[config.mk]
export PLATFORM = sky130hd
export DESIGN_NAME = ps2_mouse_cmd_seq_flat
export DESIGN_NICKNAME = d
export VERILOG_FILES = /design/src/rtl/ps2_mouse_cmd_seq_if.sv /design/src/rtl/ps2_mouse_cmd_seq.sv /design/src/flat_wrapper.sv
export SDC_FILE = /design/constraint.sdc
export NUM_CORES = 1
export LEC_CHECK = 0
export BUFFER_PORTS_ARGS = -buffer_cell sky130_fd_sc_hd__buf_2
export CAP_MARGIN = 40
export CORE_MARGIN = 4
export CORE_UTILIZATION = 59
export CTS_CLUSTER_DIAMETER = 40
export CTS_CLUSTER_SIZE = 40
export DETAILED_ROUTE_END_ITERATION = 6
export HOLD_SLACK_MARGIN = 0.08
export PLACE_DENSITY_LB_ADDON = 0.3
export SETUP_SLACK_MARGIN = 0.15
export SYNTH_ARGS = -nofsm -noshare
export SYNTH_HDL_FRONTEND = slang
export SYNTH_SLANG_ARGS = --single-unit
[constraint.sdc]
create_clock -name clk -period 6.74 [get_ports clk]
set_clock_uncertainty 0.15 [all_clocks]
set_input_delay 1.011 -clock clk [delete_from_list [all_inputs] [get_ports clk]]
set_output_delay 1.011 -clock clk [all_outputs]
set_load 0.02 [all_outputs]
[src/rtl/ps2_mouse_cmd_seq_if.sv]
// ps2_mouse_cmd_seq_if
//   Link between the mouse command sequencer and the PS/2 frame engine.
//   master : sequencer side (drives tx_data/tx_req, observes engine status and rx bytes)
//   slave  : frame engine side
//   Signals:
//     tx_data  [7:0] command byte to transmit, valid with tx_req
//     tx_req         one-cycle transmit request
//     tx_busy        engine is transmitting
//     tx_done        one-cycle pulse, host-to-device frame finished
//     rx_data  [7:0] byte received from the mouse
//     rx_valid       one-cycle pulse, rx_data valid
interface ps2_mouse_cmd_seq_if;
    logic [7:0] tx_data;
    logic       tx_req;
    logic       tx_busy;
    logic       tx_done;
    logic [7:0] rx_data;
    logic       rx_valid;

    modport master (
        output tx_data, tx_req,
        input  tx_busy, tx_done, rx_data, rx_valid
    );

    modport slave (
        input  tx_data, tx_req,
        output tx_busy, tx_done, rx_data, rx_valid
    );
endinterface

[src/rtl/ps2_mouse_cmd_seq.sv]
// ps2_mouse_cmd_seq
//   Runs the PS/2 mouse bring-up script through the frame engine (with ack
//   checking, timeouts and bounded retries), then frames streaming bytes into
//   movement packets.
//   Optional build macro: PS2_WHEEL_EN (IntelliMouse wheel detection, 4-byte packets).
//   Ports:
//     clk, rst     clock, synchronous active-high reset
//     start        one-cycle pulse; begins/restarts the script (IDLE, STREAM, ERROR)
//     ps2          frame engine link (master modport)
//     init_done    high while streaming
//     init_error   high while in the sticky error state
//     pkt_valid    one-cycle pulse, packet outputs updated
//     pkt_buttons  {middle,right,left}
//     pkt_dx/dy    9-bit two's-complement deltas
//     pkt_ovf      {Y ovf, X ovf}
//     pkt_dz       wheel delta (0 unless wheel mode)
//     debug_state  {retry_cnt[1:0], cmd_idx[2:0], state[2:0]}
module ps2_mouse_cmd_seq #(
    parameter int unsigned TIMEOUT_CYCLES = 2500000,
    parameter int unsigned MAX_RETRY      = 3,
    parameter logic [7:0]  SAMPLE_RATE    = 8'd100
) (
    input  logic                       clk,
    input  logic                       rst,
    input  logic                       start,
    ps2_mouse_cmd_seq_if.master        ps2,
    output logic                       init_done,
    output logic                       init_error,
    output logic                       pkt_valid,
    output logic [2:0]                 pkt_buttons,
    output logic [8:0]                 pkt_dx,
    output logic [8:0]                 pkt_dy,
    output logic [1:0]                 pkt_ovf,
    output logic [3:0]                 pkt_dz,
    output logic [7:0]                 debug_state
);

    localparam int unsigned TW = $clog2(TIMEOUT_CYCLES + 1);
    localparam int unsigned RW = (MAX_RETRY < 4) ? 2 : $clog2(MAX_RETRY + 1);

`ifdef PS2_WHEEL_EN
    localparam int unsigned     CW        = 4;
    localparam logic [CW-1:0]   LAST_IDX  = 4'd11;
    localparam logic [CW-1:0]   GETID_IDX = 4'd10;
`else
    localparam int unsigned     CW        = 3;
    localparam logic [CW-1:0]   LAST_IDX  = 3'd3;
`endif

    typedef enum logic [2:0] {
        IDLE     = 3'd0,
        SEND     = 3'd1,
        WAIT_TX  = 3'd2,
        WAIT_ACK = 3'd3,
        WAIT_BAT = 3'd4,
        WAIT_ID  = 3'd5,
        STREAM   = 3'd6,
        ERROR    = 3'd7
    } state_t;

    state_t        state_q, state_d;
    logic [CW-1:0] idx_q, idx_d;
    logic [RW-1:0] retry_q, retry_d;
    logic [TW-1:0] tmo_q;
    logic          tmo_expired, tmo_run, in_wait;
    logic          tx_req_c, fail, advance, restart;
    logic [7:0]    cmd_byte;

    logic [1:0]    byte_cnt;
    logic [1:0]    last_cnt;
    logic [6:0]    hdr_q;     // byte0 without the always-one bit 3
    logic [7:0]    b1_q, b2_q;
    logic          gap_expired;

`ifdef PS2_WHEEL_EN
    logic          wheel_q, wheel_set;
    assign last_cnt = wheel_q ? 2'd3 : 2'd2;
`else
    assign last_cnt = 2'd2;
    assign pkt_dz   = '0;
`endif

    // Command script ROM
    always_comb begin
        cmd_byte = 8'h00;
        case (idx_q)
            CW'(0):  cmd_byte = 8'hFF;
            CW'(1):  cmd_byte = 8'hF3;
            CW'(2):  cmd_byte = SAMPLE_RATE;
            CW'(3):  cmd_byte = 8'hF4;
`ifdef PS2_WHEEL_EN
            CW'(4):  cmd_byte = 8'hF3;
            CW'(5):  cmd_byte = 8'hC8;
            CW'(6):  cmd_byte = 8'hF3;
            CW'(7):  cmd_byte = 8'h64;
            CW'(8):  cmd_byte = 8'hF3;
            CW'(9):  cmd_byte = 8'h50;
            CW'(10): cmd_byte = 8'hF2;
            CW'(11): cmd_byte = 8'hF4;
`endif
            default: cmd_byte = 8'h00;
        endcase
    end

    assign in_wait     = state_q inside {WAIT_TX, WAIT_ACK, WAIT_BAT, WAIT_ID};
    assign tmo_expired = (tmo_q == TW'(TIMEOUT_CYCLES - 1));
    assign gap_expired = (state_q == STREAM) && (byte_cnt != 2'd0) && tmo_expired;

    // Next-state logic. cmd_idx only advances once a command is fully
    // answered: FF stays at index 0 through BAT and ID, so any failure there
    // retries FF, and retry_cnt clears only on completion (not on the bare
    // FF ack), which keeps a mouse that acks but never sends BAT bounded.
    always_comb begin
        state_d  = state_q;
        idx_d    = idx_q;
        retry_d  = retry_q;
        tx_req_c = 1'b0;
        fail     = 1'b0;
        advance  = 1'b0;
        restart  = 1'b0;
`ifdef PS2_WHEEL_EN
        wheel_set = 1'b0;
`endif
        case (state_q)
            IDLE, STREAM, ERROR: begin
                if (start) restart = 1'b1;
            end
            SEND: begin
                if (!ps2.tx_busy) begin
                    tx_req_c = 1'b1;
                    state_d  = WAIT_TX;
                end
            end
            WAIT_TX: begin
                if (ps2.tx_done)      state_d = WAIT_ACK;
                else if (tmo_expired) fail    = 1'b1;
            end
            WAIT_ACK: begin
                if (ps2.rx_valid) begin
                    if (ps2.rx_data != 8'hFA)   fail    = 1'b1;
                    else if (idx_q == '0)       state_d = WAIT_BAT;
`ifdef PS2_WHEEL_EN
                    else if (idx_q == GETID_IDX) state_d = WAIT_ID;
`endif
                    else                        advance = 1'b1;
                end else if (tmo_expired) begin
                    fail = 1'b1;
                end
            end
            WAIT_BAT: begin
                if (ps2.rx_valid) begin
                    if (ps2.rx_data == 8'hAA) state_d = WAIT_ID;
                    else                      fail    = 1'b1;
                end else if (tmo_expired) begin
                    fail = 1'b1;
                end
            end
            WAIT_ID: begin
                if (ps2.rx_valid) begin
`ifdef PS2_WHEEL_EN
                    if (idx_q == GETID_IDX) begin
                        advance   = 1'b1;
                        wheel_set = (ps2.rx_data == 8'h03);
                    end else
`endif
                    if (ps2.rx_data == 8'h00) advance = 1'b1;
                    else                      fail    = 1'b1;
                end else if (tmo_expired) begin
                    fail = 1'b1;
                end
            end
            default: state_d = IDLE;
        endcase

        if (restart) begin
            state_d = SEND;
            idx_d   = '0;
            retry_d = '0;
        end
        if (advance) begin
            retry_d = '0;
            if (idx_q == LAST_IDX) begin
                state_d = STREAM;
            end else begin
                idx_d   = idx_q + CW'(1);
                state_d = SEND;
            end
        end
        if (fail) begin
            if (retry_q < RW'(MAX_RETRY)) begin
                retry_d = retry_q + RW'(1);
                state_d = SEND;
            end else begin
                state_d = ERROR;
            end
        end
    end

    // Counter restarts on every state entry; in STREAM it measures the gap
    // since the last byte of a partially received packet.
    assign tmo_run = (in_wait && (state_d == state_q)) ||
                     ((state_q == STREAM) && (state_d == STREAM) &&
                      (byte_cnt != 2'd0) && !ps2.rx_valid && !tmo_expired);

    always_ff @(posedge clk) begin
        if (rst) begin
            state_q <= IDLE;
            idx_q   <= '0;
            retry_q <= '0;
            tmo_q   <= '0;
        end else begin
            state_q <= state_d;
            idx_q   <= idx_d;
            retry_q <= retry_d;
            tmo_q   <= tmo_run ? tmo_q + TW'(1) : '0;
        end
    end

`ifdef PS2_WHEEL_EN
    always_ff @(posedge clk) begin
        if (rst || restart) wheel_q <= 1'b0;
        else if (wheel_set) wheel_q <= 1'b1;
    end
`endif

    // Packet assembly
    always_ff @(posedge clk) begin
        if (rst) begin
            byte_cnt    <= '0;
            hdr_q       <= '0;
            b1_q        <= '0;
            b2_q        <= '0;
            pkt_valid   <= 1'b0;
            pkt_buttons <= '0;
            pkt_dx      <= '0;
            pkt_dy      <= '0;
            pkt_ovf     <= '0;
`ifdef PS2_WHEEL_EN
            pkt_dz      <= '0;
`endif
        end else begin
            pkt_valid <= 1'b0;
            if (state_q != STREAM) begin
                byte_cnt <= '0;
            end else if (ps2.rx_valid) begin
                if (byte_cnt == 2'd0) begin
                    // Header bit 3 is always set; anything else is out of sync.
                    if (ps2.rx_data[3]) begin
                        hdr_q    <= {ps2.rx_data[7:4], ps2.rx_data[2:0]};
                        byte_cnt <= 2'd1;
                    end
                end else if (byte_cnt == last_cnt) begin
                    pkt_buttons <= hdr_q[2:0];
                    pkt_dx      <= {hdr_q[3], b1_q};
                    pkt_dy      <= {hdr_q[4], (byte_cnt == 2'd2) ? ps2.rx_data : b2_q};
                    pkt_ovf     <= hdr_q[6:5];
`ifdef PS2_WHEEL_EN
                    pkt_dz      <= wheel_q ? ps2.rx_data[3:0] : 4'h0;
`endif
                    pkt_valid   <= 1'b1;
                    byte_cnt    <= 2'd0;
                end else begin
                    if (byte_cnt == 2'd1) b1_q <= ps2.rx_data;
                    else                  b2_q <= ps2.rx_data;
                    byte_cnt <= byte_cnt + 2'd1;
                end
            end else if (gap_expired) begin
                byte_cnt <= 2'd0;
            end
        end
    end

    assign ps2.tx_req  = tx_req_c;
    assign ps2.tx_data = tx_req_c ? cmd_byte : 8'h00;
    assign init_done   = (state_q == STREAM);
    assign init_error  = (state_q == ERROR);
    assign debug_state = {retry_q[1:0], idx_q[2:0], state_q};

endmodule
[src/flat_wrapper.sv]
// flat-port wrapper written by rule: the top's interface ports become plain ports
module ps2_mouse_cmd_seq_flat 
#(
    parameter int unsigned TIMEOUT_CYCLES = 2500000,
    parameter int unsigned MAX_RETRY      = 3,
    parameter logic [7:0]  SAMPLE_RATE    = 8'd100
)
  (clk, rst, start, init_done, init_error, pkt_valid, pkt_buttons, pkt_dx, pkt_dy, pkt_ovf, pkt_dz, debug_state, ps2_tx_data, ps2_tx_req, ps2_tx_busy, ps2_tx_done, ps2_rx_data, ps2_rx_valid);
  ps2_mouse_cmd_seq_if ps2_i ();
  input  logic clk;
  input  logic rst;
  input  logic start;
  output logic init_done;
  output logic init_error;
  output logic pkt_valid;
  output logic [2:0] pkt_buttons;
  output logic [8:0] pkt_dx;
  output logic [8:0] pkt_dy;
  output logic [1:0] pkt_ovf;
  output logic [3:0] pkt_dz;
  output logic [7:0] debug_state;
  output wire logic [$bits(ps2_i.tx_data)-1:0] ps2_tx_data;
  output wire logic [$bits(ps2_i.tx_req)-1:0] ps2_tx_req;
  input wire logic [$bits(ps2_i.tx_busy)-1:0] ps2_tx_busy;
  input wire logic [$bits(ps2_i.tx_done)-1:0] ps2_tx_done;
  input wire logic [$bits(ps2_i.rx_data)-1:0] ps2_rx_data;
  input wire logic [$bits(ps2_i.rx_valid)-1:0] ps2_rx_valid;
  assign ps2_tx_data = ps2_i.tx_data;
  assign ps2_tx_req = ps2_i.tx_req;
  assign ps2_i.tx_busy = ps2_tx_busy;
  assign ps2_i.tx_done = ps2_tx_done;
  assign ps2_i.rx_data = ps2_rx_data;
  assign ps2_i.rx_valid = ps2_rx_valid;
  ps2_mouse_cmd_seq #(.TIMEOUT_CYCLES(TIMEOUT_CYCLES), .MAX_RETRY(MAX_RETRY), .SAMPLE_RATE(SAMPLE_RATE)) u_core (.clk(clk), .rst(rst), .start(start), .ps2(ps2_i), .init_done(init_done), .init_error(init_error), .pkt_valid(pkt_valid), .pkt_buttons(pkt_buttons), .pkt_dx(pkt_dx), .pkt_dy(pkt_dy), .pkt_ovf(pkt_ovf), .pkt_dz(pkt_dz), .debug_state(debug_state));
endmodule
==> results.cfg, run 1 <==
[status]
outcome = finished, final reports clean

[timing]
finalSetupViolations = 0
rsz0062_at_grt = no
fmax_mhz = 282
hold_viol = 0
fin_crit_ns = 3.55
tns_ns = 0
worst_pin_slew_ns = 0.879
max_slew_margin = 0.414
drv_slew = 0
fin_crit_sh = 0.527

[pwr]
finalPower_mw = 0.966
power_frac_comb = 0.183
p_leak_nw = 1.50
p_int_mw = 0.665
peakVddDrop_mv = 0.152
pwr-share-seq = 0.467
netSwitchingPower_mw = 0.301
power.density_nw_per_um2 = 254
clkPwrFrac = 0.350
sw_frac_of_total = 0.311

[layout]
final_common_cell = dfxtp_1
layout-drive-gt1-share = 0.238
most-common-layout-cells = 71 x dfxtp_1, 66 x nand2_1, 56 x buf_2
antenna_cells = 0
layout.nets = 455
syn_to_final_growth_pct = 14.2

[floorplanning]
rows = 27
ios = 61
initial_core_util = 0.608
die_y_um = 83.1
fp.coreArea_um2 = 5470
die_w_um = 83.1
dieArea_um2 = 6900

[synthesis]
avgSynthCellArea_um2 = 8.57
synthDistinctLibCells = 59
yosys_warnings = 0
ys_ff_latch = 71
synth_sequential_area_ratio = 0.427
async_flop_share = 0
synth-main-ff-cell = dfxtp_1
syn_inst = 388
synth_edf_count = 0
syn_area_um2 = 3330

[critical_path]
path_class = in -> reg
cp.arrival_ns = 3.60
crit_fanout = 22
crit_path_end_kind = register
start_kind = input pin
worst_ep_required_time_ns = 6.79

[routing]
vias = 2819
avgViaCountPerCell = 5.48
initialDrtViolationCount = 130
wl_per_cell_um = 13.9
first_pass_iters = 4
wl_um = 7170
drc_errors = 0
detail-route-antenna-nets = 0

[clock_tree]
cts-buffers-inserted = 9
cts_buffer_depth = 2
clock_latency_ns = 0.34
clkTransAtPathRegs_ns = 0.08
cts_hold_buf = 0
cts_resized = 0
cts_setup_buffers = 0
clock-sinks = 71
cts_tree = built
h-tree-depth = 3
clock-root-buffer = clkbuf_8

[global_routing]
track_usage = 0.213
grt_pass1_wl_um = 12200
grt_start_max_net_pins = 46
antenna_found_initial = 0
grt_overflow_total = 0
grt_pass1_vias = 2641

[place]
gp_congestion = 0.839
dp_hpwl_um = 5040
portBuffers = 56

[min_path]
hp-class = reg -> reg

[run]
cap_violations = 0
layer usage:
metal / share of wire / GRT usage / vias to the layer above
li1: - / - / 1407
met1: 0.45 / 0.265 / 1339
met2: 0.49 / 0.358 / 64
met3: 0.055 / 0.0526 / 9
met4: 0.014 / 0.0758 / 0
met5: 0 / 0 / -
stage by stage:
step	worst slack, ns	hold WS (ns)	utilization	std cells	cell area [µm²]
after floorplan	3.18	0.281	-	391	3340
after global placement	2.95	0.288	0.654	496	3580
after detailed placement	2.86	0.293	0.658	498	3600
after CTS	3.22	0.304	0.694	514	3800
after global routing	2.97	0.329	0.694	514	3800
final	3.19	0.300	0.694	514	3800
flip-flops by register name (all words and copies together), names as in the netlist, 3 cells and up:
register            cells
u_core.pkt_dy           9
u_core.state_q          3
u_core.pkt_dx           9
u_core.b1_q             8
u_core.hdr_q            7
u_core.pkt_buttons      3
u_core.idx_q            3
u_core.tmo_q           22
area by class of cell:
cell class / count / area, µm²
clock buffers: 9 / 124
well taps: 72 / 90.1
inverters: 9 / 33.8
fillers: 443 / 1670
repair buffers: 58 / 303
flip-flops and latches: 71 / 1420
multi-input cells: 288 / 1750
clock inverters: 7 / 72.6
power by group through the flow:
| stage | combinational [mW] | sequential (mW) | clock [mW] |
|---|---|---|---|
| after floorplan | 0.144 | 0.452 | 0 |
| after global placement | 0.172 | 0.461 | 0 |
| after detailed placement | 0.175 | 0.460 | 0 |
| after CTS | 0.177 | 0.450 | 0.348 |
| after global routing | 0.192 | 0.454 | 0.364 |
| final | 0.177 | 0.451 | 0.338 |
critical path: stages:
cell       delay, ns
buf_2           0.15
or3b_4          0.42
nor3_1          0.30
o22ai_1         0.18
o31ai_4         0.29
nand3_1         0.18
and3_4          0.23
o2111ai_4       0.71
nor2_1          0.11
synthesized netlist by cell type, types with 4 or more instances:
master | n | area share
and3_1 | 8 | 0.015
ha_1 | 4 | 0.015
nor2_2 | 20 | 0.038
o21ai_1 | 4 | 0.0060
nor4_1 | 4 | 0.0075
xnor2_1 | 9 | 0.024
nand3_1 | 12 | 0.018
a21oi_1 | 28 | 0.042
buf_4 | 7 | 0.016
nand2b_1 | 5 | 0.0094
nor3_1 | 5 | 0.0075
xor2_1 | 11 | 0.029
mux2i_1 | 16 | 0.048
nor2_1 | 37 | 0.042
dfxtp_1 | 71 | 0.43
clkbuf_1 | 12 | 0.014
inv_1 | 9 | 0.010
and2_1 | 5 | 0.0094
nand2_1 | 66 | 0.074
nand4_1 | 5 | 0.0094
worst paths after layout:
check                     endpoint              start  slack (ns)  cells past startpoint
hold / removal    u_core.pkt_dx[7]     u_core.b1_q[7]        0.30                      2
setup / recovery  u_core.tmo_q[13]     ps2_rx_data[0]        3.19                      9
setup reg to reg  u_core.tmo_q[13]  u_core.state_q[0]        3.35                      8
hold reg to reg   u_core.pkt_dx[7]     u_core.b1_q[7]        0.30                      2
kinds of logic (layout without fill, tap and decap cells):
family,Yosys count,in the layout,synth area share
other,1,4,0.00113
buffers and inverters,32,83,0.0489
adder cells (fa/ha/maj),4,4,0.0150
AO/OA/AOI/OAI,53,53,0.108
flip-flops,71,71,0.427
AND/OR/NAND/NOR,189,189,0.291
XOR/XNOR,21,21,0.0575
multiplexers,17,17,0.0515
Power figures use the tool's default switching activity.
==> run 2, diff against run 1 <==
--- a/config.mk
+++ b/config.mk
@@ -8,7 +8,7 @@
 export BUFFER_PORTS_ARGS = -buffer_cell sky130_fd_sc_hd__buf_2
 export CAP_MARGIN = 40
 export CORE_MARGIN = 4
-export CORE_UTILIZATION = 59
+export CORE_UTILIZATION = 50
 export CTS_CLUSTER_DIAMETER = 40
 export CTS_CLUSTER_SIZE = 40
 export DETAILED_ROUTE_END_ITERATION = 6
==> constraint.sdc (replaced) <==
create_clock -name clk -period 3.2 [get_ports clk]
set_clock_uncertainty 0.15 [all_clocks]
set_input_delay 0.48 -clock clk [delete_from_list [all_inputs] [get_ports clk]]
set_output_delay 0.48 -clock clk [all_outputs]
set_load 0.02 [all_outputs]
==> run 2 against run 1 <==
  * Sequential cell count unchanged
  * Sequential share of layout area is 0.88 points lower
  * Combinational power is 150% higher
  * Core utilization shrank 8.8 points
  * Clock-buffer cell count increased by 1
  * First-iteration DRC count decreased by 12%
  * Final cell count up 2.7%
  * Clock power is 110% higher
  * Die area up 16%
  * Largest cell class unchanged
==> results.cfg, run 2 (synthesis gave the netlist of run 1 again) <==
[routing]
wl_um = 7230
drc_errors = 0
first_pass_iters = 4
avgViaCountPerCell = 5.26
initialDrtViolationCount = 114
wl_per_cell_um = 13.7
detail-route-antenna-nets = 0
vias = 2778

[global_routing]
track_usage = 0.192
antenna_found_initial = 0
grt_start_max_net_pins = 45
grt_overflow_total = 0
grt_pass1_wl_um = 11900
grt_pass1_vias = 2467

[clock_tree]
clock-root-buffer = clkbuf_8
clock-sinks = 71
clock_latency_ns = 0.34
clkTransAtPathRegs_ns = 0.08
cts_tree = built
cts_buffer_depth = 2
cts-buffers-inserted = 9
h-tree-depth = 3

[layout]
layout.nets = 464
largestRegisters = u_core.tmo_q (22), u_core.pkt_dx (9), u_core.pkt_dy (9)
largest-register = u_core.tmo_q
syn_to_final_growth_pct = 16.9
largest_reg_flops = 22
most-common-layout-cells = 71 x dfxtp_1, 66 x nand2_1, 56 x buf_2
antenna_cells = 0
fin_util = 0.606
layout-drive-gt1-share = 0.255
final_common_cell = dfxtp_1

[timing]
fmax_mhz = 356
drv_slew = 0
hold_viol = 0
tns_ns = 0
max_slew_margin = 0.613
rsz0062_at_grt = no
finalSetupViolations = 0
fin_crit_ns = 2.81
worst_pin_slew_ns = 0.575
fin_crit_sh = 0.878
final.setup.worst_slack_ns = 0.392

[critical_path]
worst-r2r-cell-count = 11
worstReg2RegEnd = u_core.tmo_q[13]
r2r_start = u_core.idx_q[1]
worst_ep_required_time_ns = 3.27
path_class = reg -> reg
r2r_slack_ns = 0.39
start_kind = register
crit_fanout = 22
cp.arrival_ns = 2.88
crit_path_end_kind = register

[pwr]
power.density_nw_per_um2 = 534
finalPower_mw = 2.08
peakVddDrop_mv = 0.301
p_leak_nw = 1.54

[place]
dpl_worst_slack_ns = 0.129
dp_hpwl_um = 5110
portBuffers = 56
gp_congestion = 0.866

[run]
cap_violations = 0

[floorplanning]
ios = 61
rows = 29
die_w_um = 89.6
dieArea_um2 = 8020
initial_core_util = 0.518
die_y_um = 89.6
fp.coreArea_um2 = 6420

[min_path]
min_to = u_core.pkt_dy[3]
min_from = ps2_rx_data[3]
hold_depth = 3
hp-class = in -> reg

[status]
outcome = finished, final reports clean
## run 2: changes by cell type in the layout (fill, tap and decap cells not counted), sizes merged
cell and delta:
buf +9, clkbuf +1, clkinv -1
## run 2: layout make-up
class | count | area, µm²
Multi-Input combinational cell | 288 | 1760
Timing Repair Buffer | 67 | 375
Sequential cell | 71 | 1420
Fill cell | 577 | 2530
Clock inverter | 6 | 67.6
Clock buffer | 10 | 138
Inverter | 9 | 33.8
Tap cell | 77 | 96.3
## run 2: how the worst max path moves through the flow
stage,start,end,slack [ns],cells after the start
after detailed placement,ps2_rx_data[0],u_core.tmo_q[13],0.13,10
after global routing,u_core.idx_q[1],u_core.tmo_q[13],0.16,11
after global placement,ps2_rx_data[0],u_core.tmo_q[14],0.16,10
after floorplan,u_core.state_q[0],ps2_tx_data[7],0.37,6
final,u_core.idx_q[1],u_core.tmo_q[13],0.39,11
after CTS,u_core.idx_q[1],u_core.tmo_q[13],0.42,11
## run 2: routing by layer
metal,vias up,track usage,wire length (µm)
li1,1431,-,-
met1,1281,0.268,3470
met2,57,0.293,3360
met3,9,0.0374,292
met4,0,0.0731,99
met5,-,0,0
## run 2: what timing repair did
item                                    CTS  global route
resized for setup                         0             1
setup buffers                             0             0
endpoints found under the setup margin    0            19
hold buffers                              0             0
## run 2: through the flow
step,std cells,instance area (µm²),hold WS [ns]
3_5_place_dp,512,3680,0.295
6_report,528,3890,0.274
5_1_grt,528,3890,0.261
4_1_cts,528,3890,0.261
2_1_floorplan,391,3340,0.281
3_3_place_gp,512,3680,0.290
## run 2: worst max-delay path: stages, from the launching register on
cell	delay [ns]
dfxtp_1	0.43
inv_1	0.07
ha_1	0.24
nor2b_1	0.18
nor4_1	0.27
o21ai_1	0.23
mux2_1	0.37
nand3_1	0.13
o21ai_1	0.12
o2111ai_4	0.22
buf_12	0.22
nor2_1	0.07
## run 2: power by group
part	switching (mW)	total, mW	internal, mW	leakage [nW]
clock	0.341	0.725	0.384	0.0989
sequential	0.0141	0.912	0.898	0.572
combinational	0.272	0.442	0.170	0.871
